$ cat src/rtl/light_monitor.sv
// Passive checker for the R/G/Y lamp lines: measures run lengths and
// tracks the G1-off-G2-off-G3-Y-R phase sequence against programmed durations.
module light_monitor #(
  parameter int CNT_W     = 12,
  parameter int LEN_G1    = 1024,
  parameter int LEN_SHORT = 128,
  parameter int LEN_Y     = 512,
  parameter int LEN_R     = 1024,
  parameter int TOL       = 2
) (
  input  logic             clk,
  input  logic             rst,
  input  logic             R,
  input  logic             G,
  input  logic             Y,
  output logic [2:0]       phase,
  output logic             locked,
  output logic [CNT_W-1:0] run_len,
  output logic             err,
  output logic [2:0]       err_code,
  output logic             cyc_done,
  output logic [7:0]       cyc_cnt
);

  localparam int W1 = CNT_W + 1;

  localparam logic [2:0] C_RED = 3'b100;
  localparam logic [2:0] C_GRN = 3'b010;
  localparam logic [2:0] C_YEL = 3'b001;
  localparam logic [2:0] C_OFF = 3'b000;

  localparam logic [2:0] E_ILL  = 3'd1;
  localparam logic [2:0] E_SEQ  = 3'd2;
  localparam logic [2:0] E_SHRT = 3'd3;
  localparam logic [2:0] E_LONG = 3'd4;

  typedef enum logic [2:0] {
    P_SYNC, P_G1, P_OFF1, P_G2,
    P_OFF2, P_G3, P_Y, P_R
  } phase_e;

  phase_e           phase_q, phase_d;
  logic [2:0]       s_q, s_d;
  logic [CNT_W-1:0] run_q, run_d;
  logic             err_q, err_d;
  logic [2:0]       code_q, code_d;
  logic             done_q, done_d;
  logic [7:0]       cnt_q, cnt_d;

  logic [2:0]  in_w;
  logic        edge_w;
  logic        illegal;
  logic [W1-1:0] lo, hi;
  logic [W1-1:0] run_inc;
  logic [2:0]  col, nxt_col;
  phase_e      nxt;
  logic [2:0]  code_e;

  assign in_w    = {R, G, Y};
  assign edge_w  = (in_w != s_q);
  assign illegal = !(in_w == C_RED || in_w == C_GRN ||
                     in_w == C_YEL || in_w == C_OFF);
  assign run_inc = {1'b0, run_q} + W1'(1);

  // Expected colour and length window of the current phase, and its successor.
  always_comb begin
    lo      = '0;
    hi      = '0;
    col     = C_OFF;
    nxt     = P_SYNC;
    nxt_col = C_OFF;
    unique case (phase_q)
      P_SYNC: begin
        nxt = P_G1; nxt_col = C_GRN;
      end
      P_G1: begin
        lo = W1'(LEN_G1 - TOL); hi = W1'(LEN_G1 + TOL);
        col = C_GRN; nxt = P_OFF1; nxt_col = C_OFF;
      end
      P_OFF1: begin
        lo = W1'(LEN_SHORT - TOL); hi = W1'(LEN_SHORT + TOL);
        col = C_OFF; nxt = P_G2; nxt_col = C_GRN;
      end
      P_G2: begin
        lo = W1'(LEN_SHORT - TOL); hi = W1'(LEN_SHORT + TOL);
        col = C_GRN; nxt = P_OFF2; nxt_col = C_OFF;
      end
      P_OFF2: begin
        lo = W1'(LEN_SHORT - TOL); hi = W1'(LEN_SHORT + TOL);
        col = C_OFF; nxt = P_G3; nxt_col = C_GRN;
      end
      P_G3: begin
        lo = W1'(LEN_SHORT - TOL); hi = W1'(LEN_SHORT + TOL);
        col = C_GRN; nxt = P_Y; nxt_col = C_YEL;
      end
      P_Y: begin
        lo = W1'(LEN_Y - TOL); hi = W1'(LEN_Y + TOL);
        col = C_YEL; nxt = P_R; nxt_col = C_RED;
      end
      P_R: begin
        lo = W1'(LEN_R - TOL); hi = W1'(LEN_R + TOL);
        col = C_RED; nxt = P_G1; nxt_col = C_GRN;
      end
    endcase
  end

  always_comb begin
    phase_d = phase_q;
    s_d     = in_w;
    err_d   = 1'b0;
    code_d  = code_q;
    done_d  = 1'b0;
    cnt_d   = cnt_q;
    code_e  = 3'd0;
    if (edge_w)
      run_d = CNT_W'(1);
    else if (&run_q)
      run_d = run_q;
    else
      run_d = run_q + CNT_W'(1);

    // Priority: illegal, then long, then short, then sequence.
    if (illegal) begin
      code_e = E_ILL;
    end else if (phase_q == P_SYNC) begin
      if (edge_w && s_q == C_RED && in_w == C_GRN)
        phase_d = P_G1;
    end else if (!edge_w) begin
      if (run_inc > hi)
        code_e = E_LONG;
    end else if ({1'b0, run_q} < lo) begin
      code_e = E_SHRT;
    end else if (s_q != col || in_w != nxt_col) begin
      code_e = E_SEQ;
    end else begin
      phase_d = nxt;
      if (phase_q == P_R) begin
        done_d = 1'b1;
        cnt_d  = cnt_q + 8'd1;
      end
    end

    if (code_e != 3'd0) begin
      err_d   = 1'b1;
      code_d  = code_e;
      phase_d = P_SYNC;
    end
  end

  always_ff @(posedge clk or negedge rst) begin
    if (!rst) begin
      phase_q <= P_SYNC;
      s_q     <= C_OFF;
      run_q   <= '0;
      err_q   <= 1'b0;
      code_q  <= 3'd0;
      done_q  <= 1'b0;
      cnt_q   <= 8'd0;
    end else begin
      phase_q <= phase_d;
      s_q     <= s_d;
      run_q   <= run_d;
      err_q   <= err_d;
      code_q  <= code_d;
      done_q  <= done_d;
      cnt_q   <= cnt_d;
    end
  end

  assign phase    = phase_q;
  assign locked   = (phase_q != P_SYNC);
  assign run_len  = run_q;
  assign err      = err_q;
  assign err_code = code_q;
  assign cyc_done = done_q;
  assign cyc_cnt  = cnt_q;

endmodule

$ cat config.mk
export PLATFORM = sky130hd
export DESIGN_NAME = light_monitor
export DESIGN_NICKNAME = d
export VERILOG_FILES = /design/src/rtl/light_monitor.sv
export SDC_FILE = /design/constraint.sdc
export NUM_CORES = 1
export LEC_CHECK = 0
export BUFFER_PORTS_ARGS = -buffer_cell sky130_fd_sc_hd__buf_2
export CAP_MARGIN = 20
export CORE_MARGIN = 2
export CORE_UTILIZATION = 40
export DETAILED_ROUTE_END_ITERATION = 12
export MAX_ROUTING_LAYER = met4
export PLACE_DENSITY = 0.71
export SYNTH_ARGS = -nofsm -noshare
export SYNTH_HDL_FRONTEND = slang
export SYNTH_SLANG_ARGS = --single-unit
$ cat constraint.sdc
create_clock -name clk -period 4 [get_ports clk]
set_input_delay 0.2 -clock clk [delete_from_list [all_inputs] [get_ports clk]]
set_output_delay 0.2 -clock clk [all_outputs]
set_load 0.05 [all_outputs]
* Yosys cells after proc, flatten, opt, wreduce, memory -nomap -nowiden *
Index checks and enable logic that the tools add are counted.

cells by class
  add/subtract/negate cells = 3
  magnitude comparators = 2
  eq/ne operators = 18
  mux-type cells = 27
  bitwise logic cells = 3
  reduce and logical (&&, ||, !) cells = 20

operator list
  operator               number
  $mux 3                 11
  $pmux 11 s3            1
  $pmux 10 s3            1
  $mux 12                2
  $pmux 3 s7             1
  $eq 3x3->1 const B     6
  $add 12x1->13 const B  1
  $gt 13x13->1           1
  $lt 12x13->1           1
  $add 12x1->12 const B  1
  $pmux 3 s4             1
  $reduce_and 12->1      1
  $eq 3x2->1 const B     3
  $ne 3x3->1             3
  $pmux 3 s3             1
  $reduce_bool 3->1      3
  $add 8x1->8 const B    1
  $reduce_or 4->1        2
  $mux 1                 7
  $eq 3x1->1 const B     2
  $logic_not 3->1        2
  $ne 3x2->1 const B     2
  $reduce_and 6->1       1
  $reduce_and 5->1       1
  9 further kinds        17

word-level totals
  register bits after elaboration = 31
  input bits = 5
  output and inout bits = 29
  word-level logic and storage cells = 80

* Depth between registers and ports, before layout *
  depth after elaboration = 13
  gate-level depth with buffers = 13
  depth with buffers taken out = 11

* Least setup slack after synthesis *
No wires, ideal clock.

  kind = reg-to-reg
  start point = register run_q[0] (netlist: run_len[0])
  end point = register phase_q[0] (netlist: phase[0])
  library setup time = 0.096 ns
  data arrival time = 3.224 ns
  required time = 3.904 ns
  setup slack = 0.681 ns
  cell stages (with the launch flop) = 12
  buffers on the path = 0
  period minus slack after synthesis = 3.319 ns
  cell sequence = dfrtp_1 > ha_1 > nand4_1 > nor3_1 > xor2_1 > ha_1 > nand3_1 > a21oi_1 > o22ai_1 > o311ai_1 > nand3b_2 > nor4_2

between the ends
  cells in the longest elaborated chain, start to end = 9
  elaborated cells between the ends (all ways) = 16
  classes of those cells = 1 x add/sub; 2 x order compare; 3 x eq/ne; 6 x mux; 4 x reduce/logical

ends and longest elaborated chain
  element                                       line  source
  start, declared                               44    logic [CNT_W-1:0] run_q, run_d;
  start signal, assigned                        162   run_q <= run_d;
  $add 12x1->13                                 63    assign run_inc = {1'b0, run_q} + W1'(1);
  $gt 13x13->1                                  129   if (run_inc > hi)
  $mux 3                                        129
  $mux 3                                        128   end else if (!edge_w) begin
  $mux 3                                        125   end else if (phase_q == P_SYNC) begin
  $mux 3                                        123   if (illegal) begin
  $reduce_bool 3->1                             143   if (code_e != 3'd0) begin
  $ne 3x1->1 (no line) (tied with other cells)  --
  $reduce_and 5->1 (no line)                    --
  end signal, assigned                          160   phase_q <= phase_d;
  end, declared                                 42    phase_e phase_q, phase_d;

Several ways; a longest one is shown, not always the timed one.
A chain may end at the register's enable or synchronous reset.

* Worst setup path in the final report *
Same ends and word-level chain as after synthesis.

==> reports/metrics.cfg <==
[setup_path]
setup.reg_to_reg.worst_slack_ns = 0.49
rr_startpoint = run_len[0]$_DFFE_PN0P_
critPathMaxStageDelay_ns = 0.53
crit_arrival_ns = 3.70
crit_fanout = 8
crit_path_top_delay_cell = sky130_fd_sc_hd__o311ai_1
critPathCaptureType = flip-flop
timing_worst_setup_path_type = flip-flop to flip-flop
worst-endpoint-required_ns = 4.19
cp-start-kind = flip-flop
critical_path.cell_chain = ha_1 -> nand4_1 -> nor3_1 -> xor2_1 -> ha_1 -> nand3_1 -> a21oi_1 -> o22ai_1 -> o311ai_1 -> nand3b_2 -> nor4_2
worst_path_most_repeated_cell = sky130_fd_sc_hd__ha_1
timing.reg2reg.worst_path_depth = 11
regToRegEndpoint = phase[0]$_DFFE_PN0P_

[timing]
period_needed_ns = 3.51
finalMaxSlewViolations = 0
slew_headroom_pct = 53.9
rsz0062_at_grt = no
period_share_pct = 87.8
fin_worst_skew_ns = 0.00489
max_clock_freq_ghz = 0.285
max_slew.worst_pin.slew_ns = 0.691
totalNegativeSetupSlack_ns = 0
final_number_of_hold_violating_endpoints = 0
setup_viol = 0

[yosys]
yosys_most_used_dff = sky130_fd_sc_hd__dfrtp_1
synth_top_cell_area_share_pct = 35.7
netlist_instances = 229
synth_top_cells_by_area = sky130_fd_sc_hd__dfrtp_1 36%, sky130_fd_sc_hd__ha_1 8.1%, sky130_fd_sc_hd__xnor2_1 6.9%, sky130_fd_sc_hd__nand2_1 3.3%, sky130_fd_sc_hd__a21oi_1 3.0%
synth-warning-count = 0
synth-edff-count = 0
yosysMostFrequentCell = sky130_fd_sc_hd__dfrtp_1
yosys.cell_types.count = 56
ys_top_cells_by_count = 31 x sky130_fd_sc_hd__dfrtp_1, 19 x sky130_fd_sc_hd__nand2_1, 17 x sky130_fd_sc_hd__xnor2_1
synth_area_per_cell_um2 = 9.48
postSynthRegisterBits = 31
synth.yosys.seq_area_share_pct = 35.7
ys_async_sr_fraction_pct = 100
largest_area_contributor_in_the_synthesized_netlist = sky130_fd_sc_hd__dfrtp_1
synthesis.nets = 248
synth.cell_area_um2 = 2170

[global_routing]
maximum_number_of_pins_on_one_net_before_global_route_repair = 32
all_layer_global_routing_usage_pct = 18.6
grt_remaining_overflow = 0
antenna_found_initial = 0
grt_pass1_wl_um = 8740
grt_pass1_vias = 1717

[floorplanning]
io_pins = 34
die_height_um = 77.7
core_area_um2 = 5170
floorplan.die_area_um2 = 6030
placement_rows = 26
floorplan.initialDensity_pct = 42.0
floorplan.die.width_um = 77.7

[placement]
routabilityCongestion = 0.884
io_buffer_count = 33
hpwlAfterDp_um = 3760

[drt]
detail-route-antenna-nets = 0
vias_per_cell = 5.53
route.detailed.wl_per_inst_um = 15.5
drt_drc_violations_left = 0
wirelength_um = 5120
via_count = 1825
drt-initial-drc-count = 125
drtPass1Iterations = 4

[hold_path]
timing.hold.worst_endpoint = s_q[2]$_DFF_PN0_
hold_start = R
hold-path-cell-count = 1
timing.hold.worst.class = input port to flip-flop

[cts]
clock_tree.htree_level_count = 2
cts_inserted_buffers = 5
post-cts-setup-buffer-count = 0
clk_pin_slew_worst_paths_ns = 0.07
clock_sink_count = 31
clock_tree.buffer_depth = 2
cell_chosen_for_the_clock_root = sky130_fd_sc_hd__clkbuf_8
cts_tree = built
worstSkewPairLatency_ns = 0.29

[power]
static-leakage-power_nw = 1.15
finalPower_uw = 754
power-per-cell-area_nw_per_um2 = 307
ir_worst_vdd_v = 0.000177

[cells_and_area]
drive_gt1_share_pct = 20.8
finalNetCount = 279
n_fill_cell = 506
areaGrowthSynthToFinish_pct = 13.3
antenna_cells = 0
seqCellArea_um2 = 776
multiInputGateArea_um2 = 1270

[flow_run]
max-cap-violations = 0

[outcome]
status = completed

## what timing repair did
action	CTS	global route
hold endpoints to repair	31	0
gates resized for setup	0	0
hold buffers	1	0
## cells in the final DEF, fill, tap and decap left out, types with 2 or more instances in the layout
master                     count
sky130_fd_sc_hd__a211o_1       2
sky130_fd_sc_hd__a21oi_1      13
sky130_fd_sc_hd__a22oi_1       3
sky130_fd_sc_hd__a31oi_1       3
sky130_fd_sc_hd__and2_1        4
sky130_fd_sc_hd__and3_1        3
sky130_fd_sc_hd__and4b_1       2
sky130_fd_sc_hd__buf_2        33
sky130_fd_sc_hd__clkbuf_8      6
sky130_fd_sc_hd__dfrtp_1      31
sky130_fd_sc_hd__ha_1         14
sky130_fd_sc_hd__inv_1        14
sky130_fd_sc_hd__maj3_1        2
sky130_fd_sc_hd__mux2i_1       2
sky130_fd_sc_hd__nand2_1      19
sky130_fd_sc_hd__nand2b_1      2
sky130_fd_sc_hd__nand3_1      10
sky130_fd_sc_hd__nand4_1       8
sky130_fd_sc_hd__nor2_1       11
sky130_fd_sc_hd__nor2b_1       3
sky130_fd_sc_hd__nor3_1        6
sky130_fd_sc_hd__nor4_1        3
sky130_fd_sc_hd__o21a_1        2
sky130_fd_sc_hd__o21ai_0       8
sky130_fd_sc_hd__o22ai_1       2
sky130_fd_sc_hd__o41ai_1       2
sky130_fd_sc_hd__or3_1         2
sky130_fd_sc_hd__or4_1         2
sky130_fd_sc_hd__xnor2_1      17
sky130_fd_sc_hd__xor2_1        4
## where the power goes
group          internal, mW  switching (mW)
Combinational        0.0531           0.114
Sequential            0.323          0.0108
Clock                 0.135           0.119
Total                 0.511           0.244
## metal layers
metal / wire length, um / track usage (%) / share of wire (%) / vias to the layer above
met5: 0 / - / 0 / -
met4: 63 / 5.00 / 1.2 / 0
met3: 237 / 3.72 / 4.6 / 7
met2: 2290 / 27.5 / 45 / 46
met1: 2540 / 25.9 / 50 / 875
li1: - / - / - / 897
## state kept, by name, indices dropped and copies added (netlist names)
| register | flops |
|---|---|
| s_q | 3 |
| cyc_cnt | 8 |
| phase | 3 |
| err_code | 3 |
| cyc_done | 1 |
| err | 1 |
| run_len | 12 |
## how the worst max path moves through the flow
stage / to / startpoint / slack (ns) / cells after the start
after floorplan: phase[0]$_DFFE_PN0P_ / run_len[0]$_DFFE_PN0P_ / 0.68 / 11
after global placement: phase[0]$_DFFE_PN0P_ / run_len[0]$_DFFE_PN0P_ / 0.59 / 11
after detailed placement: phase[0]$_DFFE_PN0P_ / run_len[0]$_DFFE_PN0P_ / 0.50 / 11
after CTS: phase[0]$_DFFE_PN0P_ / run_len[0]$_DFFE_PN0P_ / 0.50 / 11
after global routing: phase[0]$_DFFE_PN0P_ / run_len[0]$_DFFE_PN0P_ / 0.13 / 11
final: phase[0]$_DFFE_PN0P_ / run_len[0]$_DFFE_PN0P_ / 0.49 / 11
## per-stage QoR
| stage | area (um2) | hold WS, ns | util [%] | setup WS [ns] | instances |
|---|---|---|---|---|---|
| 3_5_place_dp | 2360 | 0.291 | 45.6 | 0.500 | 322 |
| 2_1_floorplan | 2170 | -0.0956 | - | 0.681 | 229 |
| 6_report | 2460 | 0.0983 | 47.5 | 0.489 | 330 |
| 5_1_grt | 2460 | 0.0972 | 47.5 | 0.131 | 330 |
| 3_3_place_gp | 2360 | 0.282 | 45.6 | 0.590 | 322 |
| 4_1_cts | 2460 | 0.0952 | 47.5 | 0.496 | 330 |
## critical path, delay by kind of cell, from the launching register on
kind,cells,cell delay (ns)
adder cells (fa/ha/maj),2,0.65
flip-flops,1,0.51
AND/OR/NAND/NOR,5,1.33
XOR/XNOR,1,0.15
AO/OA/AOI/OAI,3,0.80
## area by class of cell
type	instances	share of cell area, %
repair buffers	35	7.43
well taps	70	3.56
multi-input cells	173	51.8
inverters	14	2.14
clock inverters	1	0.204
clock buffers	6	3.36
flip-flops and latches	31	31.6
## logic make-up (layout without fill, tap and decap cells)
kind of cell | Yosys count | count (layout) | share of synthesized area [%]
AOI/OAI and AO/OA | 50 | 50 | 18.0
xor gates and xnor gates | 21 | 21 | 8.47
adders and majority gates | 16 | 16 | 8.99
buffers and inverters | 25 | 56 | 5.65
DFF | 31 | 31 | 35.7
muxes | 4 | 4 | 2.13
and+or+nand+nor | 82 | 82 | 21.0
Power figures use the tool's default switching activity.
